**src/rtl/sram_dbuf_ctrl.sv**
```systemverilog
// Double-buffer controller for SRAMA/B/C ping-pong banks.
// Sequences host fill, bank swap and accelerator tile runs.
//
// Ports:
//   i_clk         clock, rising edge
//   i_rstn        async active-low reset
//   i_start       pulse: begin a run (accepted in IDLE only)
//   i_num_tiles   tiles per run, 0 means 1
//   i_ch_en       channel participation [0]=A [1]=B [2]=C
//   i_host_done   per-channel pulse: host bank finished
//   i_core_done   pulse: accelerator tile finished
//   o_select      bank select bits to the SRAMs
//   o_host_ready  host may access its bank of channel k
//   o_core_start  pulse: accelerator may start a tile
//   o_done        pulse: run complete
//   o_busy        controller not idle
//   o_err         sticky protocol-violation flag
//   o_swap_cnt    swaps since last accepted start
module sram_dbuf_ctrl #(
  parameter int CNT_W = 16
) (
  input  logic             i_clk,
  input  logic             i_rstn,
  input  logic             i_start,
  input  logic [CNT_W-1:0] i_num_tiles,
  input  logic [0:2]       i_ch_en,
  input  logic [0:2]       i_host_done,
  input  logic             i_core_done,
  output logic [0:2]       o_select,
  output logic [0:2]       o_host_ready,
  output logic             o_core_start,
  output logic             o_done,
  output logic             o_busy,
  output logic             o_err,
  output logic [CNT_W-1:0] o_swap_cnt
);

  typedef enum logic [2:0] {
    S_IDLE,
    S_FILL,
    S_SWAP,
    S_RUN,
    S_FINAL
  } state_t;

  state_t state;
  state_t state_nxt;

  logic [0:2]       ch_en;
  logic [0:2]       hdone;
  logic [CNT_W-1:0] num_tiles;
  logic [CNT_W-1:0] tile_cnt;
  logic [CNT_W-1:0] tile_inc;

  logic       start_acc;
  logic       host_win;
  logic [0:2] host_ok;
  logic [0:2] host_bad;
  logic       core_ok;
  logic       core_bad;
  logic       fill_ok;
  logic       last_tile;
  logic       swapping;

  assign start_acc = i_start
                   & (state == S_IDLE);

  assign host_win = (state == S_FILL)
                  | (state == S_RUN);

  assign o_host_ready = host_win
                      ? (ch_en & ~hdone)
                      : 3'b000;

  // A host pulse is only honoured while
  // its channel is ready; anything else
  // is a violation and leaves hdone alone.
  assign host_ok  = i_host_done
                  & o_host_ready;
  assign host_bad = i_host_done
                  & ~o_host_ready;

  assign core_ok  = i_core_done
                  & (state == S_RUN);
  assign core_bad = i_core_done
                  & (state != S_RUN);

  // Disabled channels count as done, so
  // an empty ch_en swaps straight away.
  assign fill_ok = &(hdone | ~ch_en);

  assign tile_inc  = tile_cnt + 1'b1;
  assign last_tile = (tile_inc == num_tiles);

  // Both SWAP and FINAL flip the banks.
  assign swapping = (state == S_SWAP)
                  | (state == S_FINAL);

  assign o_busy = (state != S_IDLE);

  always_ff @(posedge i_clk or negedge i_rstn) begin
    if (!i_rstn) begin
      state <= S_IDLE;
    end else begin
      state <= state_nxt;
    end
  end

  always_comb begin
    state_nxt = state;
    case (state)
      S_IDLE: begin
        if (i_start) begin
          state_nxt = S_FILL;
        end
      end
      S_FILL: begin
        if (fill_ok) begin
          state_nxt = S_SWAP;
        end
      end
      S_SWAP: begin
        state_nxt = S_RUN;
      end
      S_RUN: begin
        if (i_core_done) begin
          state_nxt = last_tile
                    ? S_FINAL
                    : S_FILL;
        end
      end
      S_FINAL: begin
        state_nxt = S_IDLE;
      end
      default: begin
        state_nxt = S_IDLE;
      end
    endcase
  end

  always_ff @(posedge i_clk or negedge i_rstn) begin
    if (!i_rstn) begin
      ch_en     <= 3'b000;
      num_tiles <= {{(CNT_W-1){1'b0}}, 1'b1};
    end else if (start_acc) begin
      ch_en     <= i_ch_en;
      num_tiles <= (i_num_tiles == '0)
                 ? {{(CNT_W-1){1'b0}}, 1'b1}
                 : i_num_tiles;
    end
  end

  always_ff @(posedge i_clk or negedge i_rstn) begin
    if (!i_rstn) begin
      hdone <= 3'b000;
    end else if (start_acc) begin
      hdone <= 3'b000;
    end else if (state == S_SWAP) begin
      hdone <= 3'b000;
    end else begin
      hdone <= hdone | host_ok;
    end
  end

  always_ff @(posedge i_clk or negedge i_rstn) begin
    if (!i_rstn) begin
      tile_cnt <= '0;
    end else if (start_acc) begin
      tile_cnt <= '0;
    end else if (core_ok) begin
      tile_cnt <= tile_inc;
    end
  end

  // o_select survives across runs; only
  // reset clears it.
  always_ff @(posedge i_clk or negedge i_rstn) begin
    if (!i_rstn) begin
      o_select <= 3'b000;
    end else if (swapping) begin
      o_select <= o_select ^ ch_en;
    end
  end

  always_ff @(posedge i_clk or negedge i_rstn) begin
    if (!i_rstn) begin
      o_swap_cnt <= '0;
    end else if (start_acc) begin
      o_swap_cnt <= '0;
    end else if (swapping) begin
      o_swap_cnt <= o_swap_cnt + 1'b1;
    end
  end

  // Registered so the pulses line up with
  // the new o_select in the next state.
  always_ff @(posedge i_clk or negedge i_rstn) begin
    if (!i_rstn) begin
      o_core_start <= 1'b0;
      o_done       <= 1'b0;
    end else begin
      o_core_start <= (state == S_SWAP);
      o_done       <= (state == S_FINAL);
    end
  end

  always_ff @(posedge i_clk or negedge i_rstn) begin
    if (!i_rstn) begin
      o_err <= 1'b0;
    end else begin
      o_err <= (start_acc ? 1'b0 : o_err)
             | (|host_bad)
             | core_bad;
    end
  end

endmodule

```
**config.mk**
```make
export PLATFORM = sky130hd
export DESIGN_NAME = sram_dbuf_ctrl
export DESIGN_NICKNAME = d
export VERILOG_FILES = /design/src/rtl/sram_dbuf_ctrl.sv
export SDC_FILE = /design/constraint.sdc
export NUM_CORES = 1
export LEC_CHECK = 0
export CAP_MARGIN = 20
export CORE_MARGIN = 3
export CORE_UTILIZATION = 50
export CTS_CLUSTER_SIZE = 28
export DETAILED_ROUTE_END_ITERATION = 6
export PLACE_DENSITY_LB_ADDON = 0.05
export SYNTH_ARGS = -nofsm -noshare
export SYNTH_HDL_FRONTEND = slang
export SYNTH_SLANG_ARGS = --single-unit
export TNS_END_PERCENT = 5
```
**constraint.sdc**
```tcl
create_clock -name i_clk -period 4.79 [get_ports i_clk]
set_input_delay 0.7185 -clock i_clk [delete_from_list [all_inputs] [get_ports i_clk]]
set_output_delay 0.7185 -clock i_clk [all_outputs]
set_load 0.02 [all_outputs]
```
==> impl_results.md <==
- Final period utilization: 58.06%
- Gate power share: 38.1%
- Min-delay src: o_select[2]
- Element type at the critical path start: flip-flop
- Routed vias/inst: 5.461
- Final #Nets: 453
- DR pass1 iterations: 4
- Proportion of layout cells with a drive suffix above 1: 6.512%
- Capturing point of the worst reg2reg path: state[0]
- Register area share after synthesis: 47.84%
- I/O pins: 52
- Die ar.: 7606 um^2
- Synth Register Bits: 63
- F_max: 359.6 MHz
- Slew @ Worst Pin: 0.8620 ns
- Final Skew: 0.009358 ns
- Cell Pwr Density: 539.7 nW/um^2
- Die height: 87.22 um
- Outcome: completed
- TritonCTS Buffers: 9
- Min-delay worst type: flip-flop to flip-flop
- Beginning of the critical path: state[0]
- DR vias: 2758
- Mean post-synth cell area: 8.679 um^2
- Final GP Congestion: 0.8299
- Setup Viol. Count Final: 0
- GRT overflow: 0
- Post-synth ARST share: 100.0%
- CP endpoint: o_host_ready[0]
- Launch point of the worst reg-to-reg path: tile_cnt[0]
- Synthesized Nets: 408
- Max cap viols: 0
- Diode count: 0
- Initial core utilization: 53.49%
- DRC: 0
- Leakage: 0.001791 uW
- Final WL: 7.469 mm
- Syn Inst Count: 380
- Critical path class: flip-flop to primary output
- # clock sinks: 63
- GRT Total Usage: 21.37%
- Root buf cell: clkbuf_8
- Worst EP required: 4.07 ns
- Distinct cells, synth: 42
- Final hold vios: 0
- NetSw: 836.4 uW
- Register-to-Register Path Depth: 7
- CP Data Arrival Time: 2.06 ns
- Synth-to-Final Area Change: 22.19%
- Site row count: 28
- CP max FO: 9
- Most common cell after layout, fill and taps aside: nand2_1
- Core area: 6166 um^2
- Rel. slew slack: 42.39%
- Final Max Slew Viols: 0
- Post-synth top flop: dfrtp_1
- Commonest non-fill, non-tap cells in the layout: nand2_1 (91), dfrtp_1 (62), clkdlybuf4s50_1 (50)
- Hold_buf cts: 0
- RSZ-0062 raised after global routing: false
- Worst IR Drop VDD: 307.7 uV
- Net Sw Frac: 38.45%
- Clock tree from TritonCTS: built
- Global-route wire length before repair: 12.53 mm
- # port buffers: 51
- Largest net degree at the start of global routing: 64
- # Post-CTS Setup Buffers: 0
- Minimum clock period: 2.781 ns
- Clock buffer depth: 2
- Netlist Area Pre-Place: 3298 um^2
- Reg2reg setup slack: 2.21 ns
- Fin util: 65.36%
- Residual antenna-violating net count after detailed routing: 0
- Setup TNS Final: 0 ns
- Number of global-route vias before repair: 2560
- # resized after CTS: 0
- Number of H-tree levels: 3
- WL/cell: 14.79 um
- DP Wirelength: 5.199 mm
- Crit path capture type: primary output
- DR iter-0 viols: 155
- CTS clk-pin slew, worst paths: 0.07 ns
- Number of flops mapped to enable cells by yosys: 0
- Clock share of power: 20.5%
- Flop pwr share: 41.4%
- Die width: 87.22 um
- Clk_lat worst skew: 0.34 ns
- YS warnings: 0
- Initial antenna violation count: 0
- Int Power: 1339 uW
cells by family (layout without fill, tap and decap cells):
| kind of cell | Yosys count | after routing | synth area share [%] |
|---|---|---|---|
| AOI/OAI and AO/OA | 53 | 53 | 9.332 |
| xor gates and xnor gates | 42 | 42 | 11.15 |
| adders and majority gates | 2 | 2 | 0.7586 |
| buffers and inverters | 27 | 77 | 3.262 |
| DFF | 63 | 63 | 47.84 |
| muxes | 3 | 3 | 0.9484 |
| and+or+nand+nor | 190 | 190 | 26.71 |
worst min path at each step:
stage | to | cells after the start
finish | o_select[2] | 1
global placement | o_select[1] | 1
floorplan | ch_en[0] | 0
global route | o_select[2] | 1
CTS | o_select[2] | 1
detailed placement | o_select[2] | 1
cell type report:
type | count | area (um^2)
well taps | 75 | 93.84
fillers | 545 | 2136
repair buffers | 53 | 520.5
clock buffers | 14 | 182.7
inverters | 8 | 30.03
multi-input cells | 290 | 1613
flip-flops and latches | 63 | 1578
clock inverters | 2 | 12.51
power groups by stage:
stage / Sequential, uW / Clock (uW) / Combinational, uW
finish: 900 / 446 / 828
CTS: 900 / 455 / 837
global route: 930 / 483 / 929
floorplan: 942 / 0 / 467
detailed placement: 907 / 0 / 830
global placement: 902 / 0 / 811
metrics by stage:
stage	power, uW	setup WS (ns)	hold WS [ns]	std cells	instance area, um^2
after global placement	1713	2.206	0.4607	489	3835
after detailed placement	1738	2.146	0.4692	489	3835
after CTS	2191	2.004	0.4828	505	4030
after floorplan	1409	2.503	0.4229	380	3298
final	2175	2.009	0.4767	505	4030
after global routing	2343	1.858	0.5034	505	4030
worst max-delay path, stage by stage (launching register included):
cell	delay (ns)
dfrtp_1	0.48
nor2b_1	0.40
nand2_1	0.15
inv_1	0.10
clkdlybuf4s50_1	0.60
metal layers:
metal | track usage (%) | vias to the layer above | routed length [um]
met5 | 0 | - | 0
met4 | 8.368 | 0 | 108
met3 | 3.595 | 12 | 356
met2 | 31.40 | 61 | 3352
met1 | 31.58 | 1316 | 3653
li1 | - | 1369 | -
state kept, by name (all words and copies together), names as in the netlist:
register      cells
o_select          3
num_tiles        16
hdone             3
ch_en             3
tile_cnt         16
o_swap_cnt       16
o_err             1
state             3
o_done            1
o_core_start      1
synth_stat cells, drive strengths merged (2+ instances only):
| cell | n | share of area (%) |
|---|---|---|
| clkbuf | 17 | 2.0 |
| dfrtp | 62 | 47 |
| nor4 | 6 | 1.1 |
| o31ai | 5 | 1.1 |
| or2 | 3 | 0.57 |
| buf | 2 | 0.30 |
| inv | 8 | 0.91 |
| a21oi | 11 | 1.7 |
| xor2 | 22 | 5.8 |
| or3 | 3 | 0.61 |
| nor2b | 6 | 1.1 |
| nand4 | 10 | 2.1 |
| nor3 | 10 | 1.5 |
| and2 | 4 | 0.76 |
| mux2i | 2 | 0.61 |
| and3 | 4 | 0.80 |
| and4 | 2 | 0.53 |
| a22oi | 2 | 0.46 |
| nand3 | 15 | 2.6 |
| xnor2 | 20 | 5.3 |
| nor2 | 32 | 3.6 |
| ha | 2 | 0.76 |
| o21ai | 28 | 4.2 |
| nor3b | 2 | 0.46 |
| nand2 | 91 | 10 |
| a41oi | 2 | 0.53 |
Note: power is estimated with default switching activity, not from simulation.
==> variant: new RTL, same settings <==
Put one more register stage on the output `o_swap_cnt`, with the module's reset. The value now appears one clock later. The other outputs are not delayed to match.
--- a/src/rtl/sram_dbuf_ctrl.sv
+++ b/src/rtl/sram_dbuf_ctrl.sv
@@ -43,6 +43,8 @@
     S_FINAL
   } state_t;
 
+  logic [CNT_W-1:0] o_swap_cnt_s0;
+
   state_t state;
   state_t state_nxt;
 
@@ -184,11 +186,11 @@
 
   always_ff @(posedge i_clk or negedge i_rstn) begin
     if (!i_rstn) begin
-      o_swap_cnt <= '0;
-    end else if (start_acc) begin
-      o_swap_cnt <= '0;
+      o_swap_cnt_s0 <= '0;
+    end else if (start_acc) begin
+      o_swap_cnt_s0 <= '0;
     end else if (swapping) begin
-      o_swap_cnt <= o_swap_cnt + 1'b1;
+      o_swap_cnt_s0 <= o_swap_cnt_s0 + 1'b1;
     end
   end
 
@@ -214,5 +216,13 @@
     end
   end
 
+  always_ff @(posedge i_clk or negedge i_rstn) begin
+    if (!i_rstn) begin
+      o_swap_cnt <= '0;
+    end else begin
+      o_swap_cnt <= o_swap_cnt_s0;
+    end
+  end
+
 endmodule
 
Formal check against the unedited RTL: not equivalent (a bounded check fails within 4 cycles, from zero or initial values and one cycle with i_rstn low).
==> variant against the original RTL <==
Hold slack got worse by 0.060 ns; critical path depth fell by 1; utilization fell by 1.1 points; sequential share of layout area rose by 4.9 points; total power rose by 5.7%; sequential cell count rose by 16; non-clock buffer count fell by 1; count of clock-buffer cells in the layout fell by 5; routed wire length rose by 7.1%; cell area rose by 11%; worst setup slack improved by 0.056 ns; area after synthesis rose by 12%; critical endpoint unchanged; largest power group unchanged.
==> variant: results (changes against the original RTL) <==
Run status
  – Status: completed

Cells and area
  – Final instance area: 4490 um^2 (+11%)
  – Fillers: 616 (+13%)
  – # nets final: 459 (+1.3%)
  – Share of cells above drive strength 1: 5.50% (-1.0 points)
  – # diodes: 0 (unchanged)

STA
  – Worst Max-Slew Pin Slew: 0.986 ns (+0.124 ns)
  – Clock Skew: 0.0108 ns (+0.00141 ns)
  – Setup_tns: 0 ns (unchanged)

Route
  – Drt pass-1 iters: 4 (unchanged)
  – Drt initial violations: 231 (+49%)
  – Vias: 2864 (+3.8%)
  – Total Routed Length: 8000 um (+7.1%)

Setup path
  – Cell family with most CP delay: buffers and inverters
  – Setup slack, reg-to-reg: 2.23 ns (+0.02 ns)
  – Crit path from: state[0]$_DFFE_PN0P_
  – CP Max Fanout: 12 (+3)
  – Worst r2r src: tile_cnt[0]$_DFFE_PN0P_
  – Crit-path slowest cell: clkdlybuf4s50_1
  – Worst path arrival time: 2.01 ns (-0.05 ns)
  – Critical path's largest stage delay: 0.65 ns (+0.05 ns)

Placed design
  – Placer Congestion: 0.864 (+4.1%)
  – IO Port Bufs: 51 (unchanged)
  – Detailed Place HPWL: 5330 um (+2.5%)
  – Post-DP Area: 4260 um^2 (+11%)

Synthesis
  – Yosys warnings: 0 (unchanged)
  – Post-Syn Nets: 416 (+2.0%)
  – Synth cell types: 41 (-2.4%)
  – Area contributors post-synth: dfrtp_1, nand2_1, xnor2_1
  – Most instantiated cells after synthesis: dfrtp_1, nand2_1, nor2_1
  – Ys async rst share: 100% (unchanged)
  – Seq/Total Area, Yosys: 53.4% (+5.5 points)

Global route
  – Gr usage total: 20.2% (-1.2 points)
  – Largest net degree at the start of global routing: 80 (+25%)
  – Global-route wire length before repair: 13500 um (+8.0%)
  – Initial antenna violation count: 0 (unchanged)
  – Number of global-route vias before repair: 2767 (+8.1%)

Power
  – Internal power: 1470 uW (+10%)
  – Static Leak: 0.00200 uW (+11%)
  – Maximum vdd drop: 0.241 mV (-22%)

Clocking
  – Later-pin clock latency in the skew report: 0.36 ns (+0.02 ns)
  – Post-CTS Setup Inserts: 0 (unchanged)
  – Clock slew at reported path FFs: 0.09 ns (+0.02 ns)
  – H-tree Lvls: 3 (unchanged)
  – Resized cells post-CTS: 0 (unchanged)
  – Clock Tree Buf Depth: 2 (unchanged)
  – Root buffer cell: clkbuf_8
  – TritonCTS buffer count: 9 (unchanged)

Hold path
  – Hold wc startpoint: o_swap_cnt_s0[15]$_DFFE_PN0P_
  – Hold crit path type: reg2reg
variant: cell types whose count changed after synthesis, sizes merged, moves of 3 or more:
cell / delta
a21oi: +5
a31oi: +6
and3: +3
buf: +4
clkbuf: -3
dfrtp: +16
inv: -3
nand2: -14
nand2b: +5
o21ai: -5
or2: -3
xnor2: +6
xor2: -6
variant: worst paths after layout:
path | cells past startpoint | end
worst max-delay path | 3 | o_host_ready[0]
worst min-delay path | 0 | o_swap_cnt[15]$_DFF_PN0_
worst max register to register | 7 | state[2]$_DFFE_PN0P_
worst min register to register | 0 | o_swap_cnt[15]$_DFF_PN0_
max in group asynchronous | 1 | o_swap_cnt_s0[3]$_DFFE_PN0P_
min in group asynchronous | 1 | num_tiles[12]$_DFFE_PN0P_
variant: area by class of cell:
| class | count | area [um^2] | area share (%) |
|---|---|---|---|
| Clock buffer | 9 | 124 | 2.76 |
| Clock inverter | 7 | 106 | 2.37 |
| Inverter | 5 | 18.8 | 0.418 |
| Multi-Input combinational cell | 284 | 1630 | 36.2 |
| Sequential cell | 79 | 1980 | 44.1 |
| Tap cell | 96 | 120 | 2.68 |
| Timing Repair Buffer | 52 | 515 | 11.5 |
variant: through the flow:
step                      total power, uW  worst slack (ns)  hold slack (ns)  cells
after floorplan                      1470              2.83            0.372    388
after global placement               1720              2.18            0.381    516
after detailed placement             1740              2.12            0.388    516
after CTS                            2330              2.06            0.420    532
after global routing                 2460              1.96            0.434    532
final                                2300              2.06            0.416    532
variant: cells by family after synthesis:
| family | after synthesis | synth area share (%) |
|---|---|---|
| simple gates | 179 | 23.3 |
| flops | 79 | 53.4 |
| compound gates | 60 | 9.52 |
| xor+xnor | 42 | 10.1 |
| buf+inv | 25 | 2.73 |
| fa+ha+maj | 2 | 0.675 |
| mux | 1 | 0.304 |
variant: metal layers:
metal	share of wire, %	track usage, %	routed length, um
met1	49	29.4	3950
met2	43	29.0	3450
met3	6.5	6.15	519
met4	0.99	6.19	79
met5	0	0	0
variant: power by group through the flow:
stage	registers, uW	clock network [uW]	logic, uW
after global routing	1020	615	819
final	996	573	731
after floorplan	1010	0	462
after CTS	998	589	740
after global placement	1000	0	721
after detailed placement	1010	0	736
